### config.mk
export PLATFORM = sky130hd
export DESIGN_NAME = pipe_elastic_chain_flat
export DESIGN_NICKNAME = d
export VERILOG_FILES = /design/src/rtl/pipe_elastic_chain_if.sv /design/src/rtl/pipe_elastic_chain.sv /design/src/flat_wrapper.sv
export SDC_FILE = /design/constraint.sdc
export NUM_CORES = 1
export LEC_CHECK = 0
export ABC_CLOCK_PERIOD_IN_PS = 3700
export CELL_PAD_IN_SITES_DETAIL_PLACEMENT = 1
export CELL_PAD_IN_SITES_GLOBAL_PLACEMENT = 1
export CORE_UTILIZATION = 44
export DETAILED_ROUTE_END_ITERATION = 16
export GPL_ROUTABILITY_DRIVEN = 0
export PLACE_DENSITY_LB_ADDON = 0.1
export SYNTH_ARGS = -nofsm -noshare
export SYNTH_HDL_FRONTEND = slang
export SYNTH_SLANG_ARGS = --single-unit
### constraint.sdc
create_clock -name clk -period 3.7 [get_ports clk]
set_clock_uncertainty 0.05 [all_clocks]
set_input_delay 0.74 -clock clk [delete_from_list [all_inputs] [get_ports clk]]
set_output_delay 0.74 -clock clk [all_outputs]
set_load 0.005 [all_outputs]
### src/rtl/pipe_elastic_chain_if.sv
// Handshake bundle for the elastic register chain.
// Master drives the upstream/downstream controls, slave is the chain.
interface pipe_elastic_chain_if #(
  parameter int WIDTH  = 32,
  parameter int STAGES = 4
);
  localparam int OW = $clog2(STAGES + 1);

  logic              in_valid;
  logic              in_ready;
  logic [WIDTH-1:0]  in_data;
  logic              out_valid;
  logic              out_ready;
  logic [WIDTH-1:0]  out_data;
  logic [STAGES-1:0] flush_mask;
  logic [OW-1:0]     occupancy;
  logic [15:0]       drop_count;

  modport master (
    output in_valid, in_data, out_ready, flush_mask,
    input  in_ready, out_valid, out_data, occupancy, drop_count
  );

  modport slave (
    input  in_valid, in_data, out_ready, flush_mask,
    output in_ready, out_valid, out_data, occupancy, drop_count
  );
endinterface

### src/rtl/pipe_elastic_chain.sv
// Elastic register chain: valid/ready slots with hole collapse,
// per-slot flush, occupancy and saturating drop counter.
module pipe_elastic_chain #(
  parameter int WIDTH  = 32,
  parameter int STAGES = 4
) (
  input  logic clk,
  input  logic reset,
  pipe_elastic_chain_if.slave bus
);
  localparam int OW = $clog2(STAGES + 1);

  logic [STAGES-1:0] valid;
  logic [WIDTH-1:0]  data [STAGES];
  logic              rdyN [STAGES+1];

  assign rdyN[STAGES] = bus.out_ready;

  for (genvar g = 0; g < STAGES; g++) begin : gSlot
    logic             v;
    logic [WIDTH-1:0] d;
    logic             srcValid;
    logic             srcFlush;
    logic [WIDTH-1:0] srcData;
    logic             load;

    if (g == 0) begin : gHead
      assign srcValid = bus.in_valid;
      assign srcFlush = 1'b0;
      assign srcData  = bus.in_data;
    end else begin : gBody
      assign srcValid = valid[g-1];
      assign srcFlush = bus.flush_mask[g-1];
      assign srcData  = data[g-1];
    end

    // Readiness uses unflushed valids so flush never shifts it.
    assign rdyN[g]  = !v | rdyN[g+1];
    assign load     = srcValid & !srcFlush;
    assign valid[g] = v;
    assign data[g]  = d;

    always_ff @(posedge clk or negedge reset) begin
      if (!reset) begin
        v <= 1'b0;
        d <= '0;
      end else if (rdyN[g]) begin
        v <= load;
        if (load) d <= srcData;
      end else begin
        v <= v & !bus.flush_mask[g];
      end
    end
  end

  logic [OW-1:0] occ;
  logic [OW-1:0] killed;

  always_comb begin
    occ    = '0;
    killed = '0;
    for (int i = 0; i < STAGES; i++) begin
      occ    = occ + OW'(valid[i]);
      killed = killed + OW'(valid[i] & bus.flush_mask[i]);
    end
  end

  logic [15:0] dropCnt;
  logic [16:0] dropSum;

  assign dropSum = {1'b0, dropCnt} + 17'(killed);

  always_ff @(posedge clk or negedge reset) begin
    if (!reset) begin
      dropCnt <= '0;
    end else if (dropSum[16]) begin
      dropCnt <= 16'hFFFF;
    end else begin
      dropCnt <= dropSum[15:0];
    end
  end

  assign bus.in_ready   = rdyN[0];
  assign bus.out_valid  = valid[STAGES-1] & !bus.flush_mask[STAGES-1];
  assign bus.out_data   = data[STAGES-1];
  assign bus.occupancy  = occ;
  assign bus.drop_count = dropCnt;
endmodule

### src/flat_wrapper.sv
// flat-port wrapper written by rule: the top's interface ports become plain ports
module pipe_elastic_chain_flat 
#(
  parameter int WIDTH  = 32,
  parameter int STAGES = 4
)
  (clk, reset, bus_in_valid, bus_in_data, bus_out_ready, bus_flush_mask, bus_in_ready, bus_out_valid, bus_out_data, bus_occupancy, bus_drop_count);
  pipe_elastic_chain_if #(.WIDTH(WIDTH), .STAGES(STAGES)) bus_i ();
  input  logic clk;
  input  logic reset;
  input wire logic [$bits(bus_i.in_valid)-1:0] bus_in_valid;
  input wire logic [$bits(bus_i.in_data)-1:0] bus_in_data;
  input wire logic [$bits(bus_i.out_ready)-1:0] bus_out_ready;
  input wire logic [$bits(bus_i.flush_mask)-1:0] bus_flush_mask;
  output wire logic [$bits(bus_i.in_ready)-1:0] bus_in_ready;
  output wire logic [$bits(bus_i.out_valid)-1:0] bus_out_valid;
  output wire logic [$bits(bus_i.out_data)-1:0] bus_out_data;
  output wire logic [$bits(bus_i.occupancy)-1:0] bus_occupancy;
  output wire logic [$bits(bus_i.drop_count)-1:0] bus_drop_count;
  assign bus_i.in_valid = bus_in_valid;
  assign bus_i.in_data = bus_in_data;
  assign bus_i.out_ready = bus_out_ready;
  assign bus_i.flush_mask = bus_flush_mask;
  assign bus_in_ready = bus_i.in_ready;
  assign bus_out_valid = bus_i.out_valid;
  assign bus_out_data = bus_i.out_data;
  assign bus_occupancy = bus_i.occupancy;
  assign bus_drop_count = bus_i.drop_count;
  pipe_elastic_chain #(.WIDTH(WIDTH), .STAGES(STAGES)) u_core (.clk(clk), .reset(reset), .bus(bus_i));
endmodule
==> results of run 1 <==
through the flow:
stage                     total power, mW  util (%)
final                                5.23      60.7
after CTS                            5.29      60.4
after global routing                 5.51      60.7
after detailed placement             3.39      55.4
after global placement               3.32      55.4
after floorplan                      2.72         -
timing repair:
item / 4_1_cts / 5_1_grt
resized for setup: 0 / 4
setup buffers: 0 / 1
setup endpoints to repair: 0 / 16
endpoints found under the hold margin: 0 / 0
cell usage after synthesis (3+ instances only):
cell type	count	share of area [%]
dfrtp_1	148	63
mux2_2	130	25
nand2_1	14	0.90
buf_2	13	1.1
o21ai_0	11	0.94
nand3_1	9	0.77
ha_1	7	1.5
inv_1	7	0.45
or3_1	5	0.53
nand2b_1	4	0.43
fa_1	3	1.0
nor2_1	3	0.19
nor2b_1	3	0.32
state kept, by name, summed over array words and instances, names as in the netlist:
register               count
u_core.gSlot.d            96
u_core.bus.out_data       32
u_core.bus.drop_count     16
u_core.gSlot.v             4
where the power goes:
group          total (mW)  switching, mW  internal (mW)
logic                1.08          0.342          0.741
clock network        1.85          0.631           1.22
registers            2.30          0.259           2.04
layout make-up:
type                            instances  area, µm²  share of cell area (%)
Sequential cell                       148       3700                    47.8
Multi-Input combinational cell        215       2090                    26.9
Timing Repair Buffer                  112       1070                    13.8
Clock buffer                           24        502                    6.47
Tap cell                              172        215                    2.78
Clock inverter                          8        145                    1.87
Inverter                                7       26.3                   0.339
worst max path at each step:
| stage | startpoint | endpoint | slack [ns] | cells past startpoint |
|---|---|---|---|---|
| after floorplan | bus_flush_mask[1] | u_core.bus.drop_count[15] | 0.25 | 12 |
| after global placement | bus_flush_mask[1] | u_core.bus.drop_count[3] | -0.31 | 12 |
| after detailed placement | bus_flush_mask[1] | u_core.bus.drop_count[7] | -0.44 | 12 |
| after CTS | bus_flush_mask[1] | u_core.bus.drop_count[7] | 0.00004 | 12 |
| after global routing | bus_flush_mask[1] | u_core.bus.drop_count[13] | 0.007 | 13 |
| final | bus_flush_mask[1] | u_core.bus.drop_count[10] | 0.15 | 13 |
worst max-delay path, cell delays in order:
cell and delay [ns]:
clkdlybuf4s50_1 0.49, nand2_1 0.08, fa_1 0.55, inv_1 0.05, ha_1 0.19, ha_1 0.30, inv_1 0.07, fa_1 0.45
nor2b_4 0.17, o2111ai_4 0.15, buf_4 0.18, or3_1 0.33, nand3_1 0.08
routing by layer:
layer,vias up,global-route usage (%)
met2,68,34.2
met5,-,0
met1,1791,23.6
met3,10,5.98
li1,1591,-
met4,0,6.09
cell families after synthesis:
logic type	after synthesis	synth area share (%)
XOR/XNOR	4	0.599
AO/OA/AOI/OAI	20	2.24
buffers and inverters	21	1.65
adder cells (fa/ha/maj)	10	2.52
multiplexers	130	25.0
AND/OR/NAND/NOR	51	4.68
flip-flops	148	63.3
==> metrics.yaml, run 1 <==
layout:
  final_cells: 686
  final_common_cell: "dfrtp_1"
  antennaDiodeCount: 0
  drive_above_1_share_pct: 36.6
  finalInstanceArea_um2: 7750
  final.fill_count: 1213
  nets: 551
  syn2layout_area_growth_pct: 32.4
  final_cell_mix: "148 x dfrtp_1, 130 x mux2_2, 91 x clkdlybuf4s50_1"
global_routing:
  grt_pass1_wl_mm: 20.8
  grtUsageTotal_pct: 19.8
  grt_pass1_vias: 3981
  overflow: 0
  grt_max_degree: 72
  antenna_found_initial: 0
floorplanning:
  fp.dieH_um: 117
  num_rows: 41
  ios: 93
  die_w_um: 117
  dieArea_um2: 13800
  initial_core_util_pct: 45.8
  core-area_um2: 12800
drt:
  wl_met3_um: 521
  wl_mm: 12.3
  vias_per_cell: 5.04
  drtIter0Drc: 156
  dr.pass1.iters: 4
  drt-wirelength-per-cell_um: 17.9
  ant_nets: 0
  wl_met1_mm: 5.10
  top_layer: "met4"
  routed-via-count: 3460
  drcViolationCount: 0
  dr_wl_met2_mm: 6.50
cts:
  clkTransAtPathRegs_ns: 0.06
  htree_levels: 4
  cts_hold_buf: 0
  insertion_delay_ns: 0.42
  cts_tree: "done"
  clock_path_buffers: 2
  cts.sinks: 148
  cts_made_buffers: 17
  cts_root_buf: "clkbuf_16"
placement:
  hpwl_mm: 7.86
  numPortBuffers: 92
  dp.cells: 653
  placement.cell_area_um2: 7070
  pre_cts_ws_ns: -0.436
sta:
  setup_viol: 0
  worst_slew_pin_slew_ns: 0.650
  fin_crit_sh_pct: 96.1
  timing.setup.tns_ns: 0
  drv_slew: 0
  fmax_ghz: 0.281
  finalHoldViolCount: 0
  fin_hold_ws_ns: 0.266
  fin_crit_ns: 3.55
  worst_slack_ns: 0.146
  timing.slew.headroom_pct: 56.7
  rsz0062_at_grt: "false"
setup_path:
  arrival_ns: 3.85
  start_kind: "input pin"
  critPathRequiredTime_ns: 4.00
  r2r_slack_ns: 0.50
  crit_path_end_kind: "register"
  worstSetupPathType: "in2reg"
  r2r_end: "u_core.bus.drop_count[10]"
  r2r-start: "u_core.gSlot[1].v"
  rr_worst_depth: 12
  crit_fanout: 4
logic_synthesis:
  ys_async_sr_fraction_pct: 100
  synth_top_flop_cell: "dfrtp_1"
  synthCells: 384
  synth_edf_count: 0
  synth_seq_cells: 148
  synth_seq_area_share_pct: 63.3
  syn_area_per_cell_um2: 15.2
  synth_area_um2: 5850
  synthDistinctLibCells: 34
  syn-num-nets: 434
  synth_warnings: 0
run:
  cap_violations: 0
power:
  power_density_nw_per_um2: 675
  vdd_ir_drop_max_v: 0.000343
  cellLeakagePower_nw: 3.36
status:
  status: "finished clean"
worst_hold_path:
  min_path_type: "in2async"
No activity file was read; power rests on OpenSTA's default activity.
==> run 2, diff against run 1 <==
CTS_CLUSTER_SIZE = 28   (was not set)
==> results of run 2 <==
Final layout, timing and power as in run 1 (identical DEF).
